### src/rtl/vga_pkg.sv
// vga_pkg: timing constants for 800x600@60 (40 MHz pixel clock), shared by the
// transmit-side generator and the receive-side tracker, plus the common types.
//   - H_*/V_* : period, first blank count, sync start, first count after sync
//   - CW      : counter width (11 bits covers 1055 and 627)
//   - ERR_W   : width of the saturating mismatch counter
//   - rx_state_e : tracker states
//   - vga_sync_t : the four timing bits, in hsync/vsync/hblnk/vblnk order
package vga_pkg;
  localparam int H_TOTAL      = 1056;
  localparam int H_ACTIVE     = 800;
  localparam int H_SYNC_START = 840;
  localparam int H_SYNC_END   = 968;
  localparam int V_TOTAL      = 628;
  localparam int V_ACTIVE     = 600;
  localparam int V_SYNC_START = 601;
  localparam int V_SYNC_END   = 605;

  localparam int CW    = 11;
  localparam int ERR_W = 8;

  typedef enum logic [1:0] {SEARCH, VERIFY, LOCKED} rx_state_e;

  typedef struct packed {
    logic hsync;
    logic vsync;
    logic hblnk;
    logic vblnk;
  } vga_sync_t;
endpackage

### src/rtl/vga_timing_rx_if.sv
// vga_timing_rx_if: bus between a sync-only video source/consumer and the
// timing receiver.
//   master : drives hsync_in/vsync_in/hblnk_in/vblnk_in and err_clr, reads the
//            rebuilt timing bundle and status
//   slave  : the receiver side (vga_timing_rx)
interface vga_timing_rx_if;
  import vga_pkg::*;

  logic             hsync_in, vsync_in, hblnk_in, vblnk_in;
  logic             err_clr;
  logic [CW-1:0]    hcount, vcount;
  logic             hsync, vsync, hblnk, vblnk;
  logic             locked, mismatch;
  logic [ERR_W-1:0] err_cnt;

  modport master (
    output hsync_in, vsync_in, hblnk_in, vblnk_in, err_clr,
    input  hcount, vcount, hsync, vsync, hblnk, vblnk, locked, mismatch, err_cnt
  );

  modport slave (
    input  hsync_in, vsync_in, hblnk_in, vblnk_in, err_clr,
    output hcount, vcount, hsync, vsync, hblnk, vblnk, locked, mismatch, err_cnt
  );
endinterface

### src/rtl/vga_timing_expect.sv
// vga_timing_expect: combinational map from a counter position (h,v) to the
// hsync/vsync/hblnk/vblnk levels that position must carry. The generator and
// the receiver both use this, so they cannot disagree on the waveform.
//   hcount, vcount : counter position (in)
//   sync           : expected timing bits (out)
module vga_timing_expect #(
  parameter int H_ACTIVE     = vga_pkg::H_ACTIVE,
  parameter int H_SYNC_START = vga_pkg::H_SYNC_START,
  parameter int H_SYNC_END   = vga_pkg::H_SYNC_END,
  parameter int V_ACTIVE     = vga_pkg::V_ACTIVE,
  parameter int V_SYNC_START = vga_pkg::V_SYNC_START,
  parameter int V_SYNC_END   = vga_pkg::V_SYNC_END
) (
  input  logic [vga_pkg::CW-1:0] hcount,
  input  logic [vga_pkg::CW-1:0] vcount,
  output vga_pkg::vga_sync_t     sync
);
  import vga_pkg::*;

  assign sync.hblnk = (hcount >= CW'(H_ACTIVE));
  assign sync.hsync = (hcount >= CW'(H_SYNC_START)) && (hcount < CW'(H_SYNC_END));
  assign sync.vblnk = (vcount >= CW'(V_ACTIVE));
  // vsync depends on the line only, so it toggles together with the line at h=0
  assign sync.vsync = (vcount >= CW'(V_SYNC_START)) && (vcount < CW'(V_SYNC_END));
endmodule

### src/rtl/vga_timing_rx.sv
// vga_timing_rx: rebuilds hcount/vcount from a bare hsync/vsync/hblnk/vblnk
// stream and checks that stream against the expected timing every cycle.
//   clk40MHz : pixel clock
//   rst_n    : asynchronous active-low reset
//   bus      : slave side of vga_timing_rx_if
//              in : hsync_in, vsync_in, hblnk_in, vblnk_in, err_clr
//              out: hcount, vcount, hsync, vsync, hblnk, vblnk (aligned, 2-cycle
//                   latency), locked, mismatch (1-cycle pulse), err_cnt (saturating)
module vga_timing_rx #(
  parameter int H_TOTAL      = vga_pkg::H_TOTAL,
  parameter int H_ACTIVE     = vga_pkg::H_ACTIVE,
  parameter int H_SYNC_START = vga_pkg::H_SYNC_START,
  parameter int H_SYNC_END   = vga_pkg::H_SYNC_END,
  parameter int V_TOTAL      = vga_pkg::V_TOTAL,
  parameter int V_ACTIVE     = vga_pkg::V_ACTIVE,
  parameter int V_SYNC_START = vga_pkg::V_SYNC_START,
  parameter int V_SYNC_END   = vga_pkg::V_SYNC_END
) (
  input  logic           clk40MHz,
  input  logic           rst_n,
  vga_timing_rx_if.slave bus
);
  import vga_pkg::*;

  localparam logic [CW-1:0] H_LAST = CW'(H_TOTAL - 1);
  localparam logic [CW-1:0] V_LAST = CW'(V_TOTAL - 1);

  vga_sync_t        in_w, s1, s2, exp_w;
  rx_state_e        state, state_nx;
  logic [CW-1:0]    h, v, h_nx, v_nx, h_d, v_d;
  logic             fs, wrap, err, mm_d, mm_q;
  logic [ERR_W-1:0] err_q;

  assign in_w = {bus.hsync_in, bus.vsync_in, bus.hblnk_in, bus.vblnk_in};

  // s2 doubles as the registered copy of s1 that leaves the block, so it is
  // aligned with the counter register h/v.
  always_ff @(posedge clk40MHz or negedge rst_n) begin
    if (!rst_n) begin
      s1 <= '0;
      s2 <= '0;
    end else begin
      s1 <= in_w;
      s2 <= s1;
    end
  end

  // h/v describe s2; s1 therefore must match the position one step ahead.
  always_comb begin
    h_nx = h + 1'b1;
    v_nx = v;
    wrap = 1'b0;
    if (h == H_LAST) begin
      h_nx = '0;
      if (v == V_LAST) begin
        v_nx = '0;
        wrap = 1'b1;
      end else begin
        v_nx = v + 1'b1;
      end
    end
  end

  vga_timing_expect #(
    .H_ACTIVE    (H_ACTIVE),
    .H_SYNC_START(H_SYNC_START),
    .H_SYNC_END  (H_SYNC_END),
    .V_ACTIVE    (V_ACTIVE),
    .V_SYNC_START(V_SYNC_START),
    .V_SYNC_END  (V_SYNC_END)
  ) u_expect (
    .hcount(h_nx),
    .vcount(v_nx),
    .sync  (exp_w)
  );

  // Frame start: first active pixel after vertical blanking. hblnk also falls
  // at (0,0), so the previous hblnk level is deliberately not looked at.
  assign fs  = !s1.hblnk && !s1.vblnk && s2.vblnk;
  // A frame start away from the counter wrap is an error even if the bit
  // compare alone would not flag it.
  assign err = (exp_w != s1) || (fs && !wrap);

  always_comb begin
    state_nx = state;
    h_d      = h;
    v_d      = v;
    mm_d     = 1'b0;
    unique case (state)
      SEARCH: begin
        if (fs) begin
          state_nx = VERIFY;
          h_d      = '0;
          v_d      = '0;
        end
      end
      VERIFY, LOCKED: begin
        if (err) begin
          // counters hold; they read as 0 anyway once back in SEARCH
          state_nx = SEARCH;
          mm_d     = 1'b1;
        end else begin
          h_d = h_nx;
          v_d = v_nx;
          // error-free fs can only happen at the wrap: a full frame tracked
          if (fs) state_nx = LOCKED;
        end
      end
      default: state_nx = SEARCH;
    endcase
  end

  always_ff @(posedge clk40MHz or negedge rst_n) begin
    if (!rst_n) begin
      state <= SEARCH;
      h     <= '0;
      v     <= '0;
      mm_q  <= 1'b0;
      err_q <= '0;
    end else begin
      state <= state_nx;
      h     <= h_d;
      v     <= v_d;
      mm_q  <= mm_d;
      // clear beats a coincident mismatch
      if (bus.err_clr)
        err_q <= '0;
      else if (mm_d && (err_q != '1))
        err_q <= err_q + 1'b1;
    end
  end

  assign bus.hcount   = (state == SEARCH) ? '0 : h;
  assign bus.vcount   = (state == SEARCH) ? '0 : v;
  assign bus.hsync    = s2.hsync;
  assign bus.vsync    = s2.vsync;
  assign bus.hblnk    = s2.hblnk;
  assign bus.vblnk    = s2.vblnk;
  assign bus.locked   = (state == LOCKED);
  assign bus.mismatch = mm_q;
  assign bus.err_cnt  = err_q;
endmodule

### src/flat_wrapper.sv
// flat-port wrapper written by rule: the top's interface ports become plain ports
module vga_timing_rx_flat import vga_pkg::*;
#(
  parameter int H_TOTAL      = vga_pkg::H_TOTAL,
  parameter int H_ACTIVE     = vga_pkg::H_ACTIVE,
  parameter int H_SYNC_START = vga_pkg::H_SYNC_START,
  parameter int H_SYNC_END   = vga_pkg::H_SYNC_END,
  parameter int V_TOTAL      = vga_pkg::V_TOTAL,
  parameter int V_ACTIVE     = vga_pkg::V_ACTIVE,
  parameter int V_SYNC_START = vga_pkg::V_SYNC_START,
  parameter int V_SYNC_END   = vga_pkg::V_SYNC_END
)
  (clk40MHz, rst_n, bus_hsync_in, bus_vsync_in, bus_hblnk_in, bus_vblnk_in, bus_err_clr, bus_hcount, bus_vcount, bus_hsync, bus_vsync, bus_hblnk, bus_vblnk, bus_locked, bus_mismatch, bus_err_cnt);
  vga_timing_rx_if bus_i ();
  input  logic clk40MHz;
  input  logic rst_n;
  input wire logic [$bits(bus_i.hsync_in)-1:0] bus_hsync_in;
  input wire logic [$bits(bus_i.vsync_in)-1:0] bus_vsync_in;
  input wire logic [$bits(bus_i.hblnk_in)-1:0] bus_hblnk_in;
  input wire logic [$bits(bus_i.vblnk_in)-1:0] bus_vblnk_in;
  input wire logic [$bits(bus_i.err_clr)-1:0] bus_err_clr;
  output wire logic [$bits(bus_i.hcount)-1:0] bus_hcount;
  output wire logic [$bits(bus_i.vcount)-1:0] bus_vcount;
  output wire logic [$bits(bus_i.hsync)-1:0] bus_hsync;
  output wire logic [$bits(bus_i.vsync)-1:0] bus_vsync;
  output wire logic [$bits(bus_i.hblnk)-1:0] bus_hblnk;
  output wire logic [$bits(bus_i.vblnk)-1:0] bus_vblnk;
  output wire logic [$bits(bus_i.locked)-1:0] bus_locked;
  output wire logic [$bits(bus_i.mismatch)-1:0] bus_mismatch;
  output wire logic [$bits(bus_i.err_cnt)-1:0] bus_err_cnt;
  assign bus_i.hsync_in = bus_hsync_in;
  assign bus_i.vsync_in = bus_vsync_in;
  assign bus_i.hblnk_in = bus_hblnk_in;
  assign bus_i.vblnk_in = bus_vblnk_in;
  assign bus_i.err_clr = bus_err_clr;
  assign bus_hcount = bus_i.hcount;
  assign bus_vcount = bus_i.vcount;
  assign bus_hsync = bus_i.hsync;
  assign bus_vsync = bus_i.vsync;
  assign bus_hblnk = bus_i.hblnk;
  assign bus_vblnk = bus_i.vblnk;
  assign bus_locked = bus_i.locked;
  assign bus_mismatch = bus_i.mismatch;
  assign bus_err_cnt = bus_i.err_cnt;
  vga_timing_rx #(.H_TOTAL(H_TOTAL), .H_ACTIVE(H_ACTIVE), .H_SYNC_START(H_SYNC_START), .H_SYNC_END(H_SYNC_END), .V_TOTAL(V_TOTAL), .V_ACTIVE(V_ACTIVE), .V_SYNC_START(V_SYNC_START), .V_SYNC_END(V_SYNC_END)) u_core (.clk40MHz(clk40MHz), .rst_n(rst_n), .bus(bus_i));
endmodule
### config.mk
export PLATFORM = sky130hd
export DESIGN_NAME = vga_timing_rx_flat
export DESIGN_NICKNAME = d
export VERILOG_FILES = /design/src/rtl/vga_pkg.sv /design/src/rtl/vga_timing_rx_if.sv /design/src/rtl/vga_timing_expect.sv /design/src/rtl/vga_timing_rx.sv /design/src/flat_wrapper.sv
export SDC_FILE = /design/constraint.sdc
export NUM_CORES = 1
export LEC_CHECK = 0
export BUFFER_PORTS_ARGS = -buffer_cell sky130_fd_sc_hd__buf_2
export CORE_MARGIN = 8
export CORE_UTILIZATION = 41
export CTS_BUF_LIST = sky130_fd_sc_hd__clkbuf_8
export DETAILED_ROUTE_END_ITERATION = 7
export HOLD_SLACK_MARGIN = 0.06
export PLACE_DENSITY = 0.69
export SLEW_MARGIN = 20
export SYNTH_ARGS = -nofsm -noshare
export SYNTH_HDL_FRONTEND = slang
export SYNTH_HIERARCHICAL = 1
export SYNTH_SLANG_ARGS = --single-unit
export TNS_END_PERCENT = 100
### constraint.sdc
create_clock -name clk40MHz -period 9.4 [get_ports clk40MHz]
set_input_delay 2.35 -clock clk40MHz [delete_from_list [all_inputs] [get_ports clk40MHz]]
set_output_delay 2.35 -clock clk40MHz [all_outputs]
set_load 0.1 [all_outputs]
==> results.json, run 1 <==
{
  "fmax_ghz": 0.202,
  "cts_tree": "built",
  "end_kind": "register",
  "grt_pass1_vias": 2307,
  "grt-ovfl-total": 0,
  "drt-total-wl_um": 6930,
  "hold_viol": 0,
  "r2r.worst_path.cells": 12,
  "post_cts_buffers": 0,
  "startpoint_type": "register",
  "post_cts_resized": 0,
  "hp-start": "u_core/s1[3]",
  "dr.first_iter.drc_count": 197,
  "place_hpwl_um": 4980,
  "final_core_util": 0.466,
  "skew_ns": 0.0151,
  "clk_path_buf_depth": 2,
  "hp-class": "register to register",
  "seqCellArea_um2": 1030,
  "outcome": "finished, final reports clean",
  "p_leak_nw": 1.40,
  "cts-htree-levels": 2,
  "core_um2": 6640,
  "grt_use_total": 0.143,
  "syn-cell-area_um2": 2750,
  "port_buffers": 42,
  "vias": 2456,
  "cap_violations": 0,
  "diodes": 0,
  "cp_max_fo": 15,
  "drive_above_1_share": 0.181,
  "reg2reg_from": "u_core/h[5]",
  "drt-pass1-iter-count": 4,
  "irDropWorstVdd_mv": 0.0628,
  "placementRows": 30,
  "final_cells": 429,
  "path_class": "register to register",
  "min_path_cells": 0,
  "cts_buffers": 5,
  "initial_utilization": 0.414,
  "totalPowerFinal_uw": 494,
  "max_slew_margin": 0.374,
  "area_growth_pct": 12.7,
  "syn_avg_cell_area_um2": 8.76,
  "grt_max_degree": 42,
  "die-area_um2": 9580,
  "synth_warnings": 6,
  "rr_endpoint": "u_core/v[2]",
  "drc": 0,
  "cts_root_buf": "clkbuf_8",
  "maxSlewViolCount": 0,
  "required_ns": 9.55,
  "slowest_delay_ns": 0.68,
  "r2r_slack_ns": 4.45,
  "crit_slowest_cell": "nor4b_1",
  "dp.cells": 421,
  "finalSetupViolCount": 0,
  "cts.hold.buffers_added": 0,
  "routed_via_density": 5.72,
  "clk_pin_slew_worst_paths_ns": 0.09,
  "multiInputGateArea_um2": 1600,
  "syn_inst": 314,
  "path_cells": "nor4b_1 -> nand3_1 -> nor2_1 -> nor2_1 -> and4bb_2 -> nand4_1 -> nor2_1 -> xnor2_1 -> and4_1 -> a32o_1 -> or2_1 -> o221ai_1",
  "ant_nets": 0,
  "die_h_um": 97.9,
  "wl_per_cell_um": 16.1,
  "rsz0062_at_grt": "false",
  "die_width_um": 97.9,
  "cts_sinks": 41,
  "whs_endpoint": "u_core/bus.hsync",
  "synth_nets": 326,
  "finalWorstPathRequiredPeriod_ns": 4.95,
  "grt_pass1_wl_um": 11500,
  "io_pins": 43,
  "clk_latency_ns": 0.30,
  "finalCritPeriodShare": 0.526,
  "powerDensity_nw_per_um2": 159,
  "tightest_slew_ns": 0.940,
  "nets": 360,
  "setup_tns_ns": 0,
  "crit_path_frequent_cell": "nor2_1",
  "critPathArrivalTime_ns": 5.10,
  "gp_congestion": 0.906,
  "n_fill_cell": 660,
  "antenna_found_initial": 0
}
[sequential cells by signal, summed over array words and instances (netlist names)]
signal,flops
u_core/bus.err_cnt,8
u_core/bus.hblnk,1
u_core/bus.hsync,1
u_core/bus.mismatch,1
u_core/bus.vblnk,1
u_core/bus.vsync,1
u_core/h,11
u_core/s1,4
u_core/state,2
u_core/v,11
[power by group]
group | switching (mW) | total [mW] | internal, mW | leakage, nW
logic | 0.120 | 0.153 | 0.0331 | 0.787
registers | 0.0114 | 0.199 | 0.188 | 0.550
clock network | 0.0626 | 0.141 | 0.0787 | 0.0595
[worst max-delay path, delay by kind of cell (launching register included)]
family / cells / cell delay (ns)
xor gates and xnor gates: 1 / 0.15
AOI/OAI and AO/OA: 2 / 0.82
DFF: 1 / 0.46
and+or+nand+nor: 9 / 3.37
[layer usage]
layer	routed length (um)	part of all wire	vias up	GRT usage
li1	-	-	1197	-
met1	3100	0.45	1179	0.183
met2	3350	0.48	73	0.236
met3	425	0.061	7	0.0349
met4	46	0.0066	0	0.0324
met5	0	0	-	0
[stage by stage]
step / hold WS [ns] / setup slack [ns] / instance area [um^2]
after floorplan: 0.373 / 4.86 / 2750
after global placement: 0.390 / 4.86 / 2990
after detailed placement: 0.385 / 4.70 / 2990
after CTS: 0.405 / 4.65 / 3100
after global routing: 0.416 / 4.16 / 3100
final: 0.399 / 4.45 / 3100
[layout by cell type (no fill, tap or decap), drive strengths merged, types with 3 or more instances in the layout]
cell	instances
buf	42
a221o	4
nand3	13
xor2	8
o22ai	3
mux2	5
o21ai	11
nand2	27
nor2b	20
ha	5
inv	16
or3	3
nand4	9
clkbuf	5
o2bb2ai	3
and4	5
a211oi	6
nor2	39
nor3b	5
o211ai	4
a21o	3
dfrtp	41
xnor2	14
a31o	4
a21oi	4
and3	6
mux2i	3
nor3	9
[area by class of cell]
cell class | count | share of cell area
Multi-Input combinational cell | 243 | 0.515
Timing Repair Buffer | 42 | 0.0678
Clock inverter | 3 | 0.0137
Inverter | 15 | 0.0182
Sequential cell | 41 | 0.331
Tap cell | 80 | 0.0323
Clock buffer | 5 | 0.0222
[worst max path at each step]
stage / from / endpoint / slack (ns) / depth (start not counted)
2_1_floorplan: u_core/state[0] / bus_hcount[1] / 4.86 / 4
3_3_place_gp: u_core/v[3] / u_core/v[2] / 4.86 / 12
3_5_place_dp: u_core/h[5] / u_core/v[2] / 4.70 / 12
4_1_cts: u_core/h[5] / u_core/v[2] / 4.65 / 12
5_1_grt: u_core/h[5] / u_core/v[2] / 4.16 / 12
6_report: u_core/h[5] / u_core/v[2] / 4.45 / 12
Power figures use the tool's default switching activity.
==> run 2: changes to the inputs <==
Settings changed: PLACE_DENSITY 0.69 to 0.71.
Clock period 9.4 ns to 4.03 ns, I/O delays scaled along.
==> run 2 against run 1 <==
Against the previous run:
- sequential power rose by 130%
- critical path depth rose by 1
- design area rose by 2.7%
- highest routed layer unchanged
==> results.json, run 2 (same netlist as run 1, synthesis figures left out) <==
{
  "setup_tns_ns": 0,
  "placementRows": 30,
  "drt-total-wl_um": 6980,
  "clk_pin_slew_worst_paths_ns": 0.08,
  "skew_ns": 0.00252,
  "r2r.worst_path.cells": 13,
  "whs_endpoint": "u_core/bus.hsync",
  "initial_utilization": 0.414,
  "finalWorstPathRequiredPeriod_ns": 3.88,
  "r2r_slack_ns": 0.15,
  "path_class": "register to register",
  "fmax_ghz": 0.258,
  "grt-ovfl-total": 0,
  "setup_slack_ns": 0.152,
  "place_hpwl_um": 5030,
  "grt_pass1_vias": 2398,
  "die-area_um2": 9580,
  "rsz0062_at_grt": "false",
  "cap_violations": 0,
  "gp_congestion": 0.930,
  "area_growth_pct": 15.7,
  "hold_viol": 0,
  "finalSetupViolCount": 0,
  "final_core_util": 0.479,
  "tightest_slew_ns": 0.980,
  "critPathArrivalTime_ns": 4.07,
  "hp-start": "u_core/s1[3]",
  "finalCritPeriodShare": 0.962,
  "clk_path_buf_depth": 2,
  "cts_sinks": 41,
  "cts_buffers": 5,
  "post_cts_resized": 0,
  "min_path_cells": 0,
  "multiInputGateArea_um2": 1600,
  "required_ns": 4.23,
  "maxSlewViolCount": 0,
  "drive_above_1_share": 0.212,
  "irDropWorstVdd_mv": 0.196,
  "diodes": 0,
  "port_buffers": 42,
  "cp_max_fo": 14,
  "grt_pass1_wl_um": 11600,
  "totalPowerFinal_mw": 1.17,
  "die_h_um": 97.9,
  "powerDensity_nw_per_um2": 366,
  "grt_max_degree": 42,
  "io_pins": 43,
  "rr_endpoint": "u_core/v[9]",
  "startpoint_type": "register",
  "vias": 2512,
  "dr.first_iter.drc_count": 150,
  "p_leak_nw": 1.44,
  "end_kind": "register",
  "n_fill_cell": 625,
  "cts.hold.buffers_added": 0,
  "routed_via_density": 5.72,
  "cts_root_buf": "clkbuf_8",
  "nets": 370,
  "drc": 0,
  "final_common_cell": "buf_2",
  "drt-pass1-iter-count": 5,
  "cts-htree-levels": 2,
  "core_um2": 6640,
  "cts_tree": "built",
  "pre_cts_slack_ns": 0.222,
  "die_width_um": 97.9,
  "outcome": "finished, final reports clean",
  "mostFrequentLayoutCells": "buf_2, dfrtp_1, nor2_1",
  "hp-class": "register to register",
  "max_slew_margin": 0.346,
  "ant_nets": 0,
  "grt_use_total": 0.146,
  "reg2reg_from": "u_core/v[3]",
  "post_cts_buffers": 0,
  "wl_per_cell_um": 15.9,
  "antenna_found_initial": 0,
  "clk_latency_ns": 0.31,
  "seqCellArea_um2": 1030
}
run 2: per-layer routing:
layer | GRT usage | up-vias | wire, um
li1 | - | 1219 | -
met3 | 0.0349 | 10 | 380
met1 | 0.183 | 1207 | 3210
met5 | 0 | - | 0
met4 | 0.0635 | 0 | 115
met2 | 0.234 | 76 | 3280
run 2: report_power, final:
part | internal (mW) | switching, mW | leakage, nW
Sequential | 0.438 | 0.0262 | 0.550
Clock | 0.185 | 0.155 | 0.0543
Combinational | 0.0821 | 0.279 | 0.839
Total | 0.705 | 0.460 | 1.44
run 2: worst max-delay path by stage:
stage	endpoint	from	slack (ns)	depth (start not counted)
CTS	u_core/h[5]	u_core/v[3]	0.20	13
finish	u_core/v[9]	u_core/v[3]	0.15	13
detailed placement	u_core/h[5]	u_core/v[3]	0.22	13
global route	u_core/v[9]	u_core/v[3]	0.005	13
global placement	u_core/h[4]	u_core/v[3]	0.34	13
floorplan	u_core/h[3]	u_core/v[3]	0.35	15
run 2: per-stage QoR:
step                      hold WS, ns  area (um^2)  std cells
after floorplan                 0.373         2750        314
final                           0.422         3180        439
after detailed placement        0.411         3060        431
after CTS                       0.431         3180        439
after global placement          0.413         3060        431
after global routing            0.437         3180        439
run 2: critical path: stages (launching register included):
cell and delay, ns:
dfrtp_1 0.46, or4_1 0.57, or3_1 0.38, nor2_1 0.31, nor2_1 0.12, and4bb_2 0.29, nand4_1 0.10, nor2_1 0.19
xnor2_1 0.16, and4_1 0.25, a32o_1 0.20, buf_4 0.21, nor2_1 0.15, a221o_1 0.37
run 2: final cells by class:
class	instances	area share
multi-input combinational	243	0.503
sequential	41	0.322
timing repair buffer	52	0.0897
tap	80	0.0315
clock buffer	5	0.0216
inverter	15	0.0177
clock inverter	3	0.0145
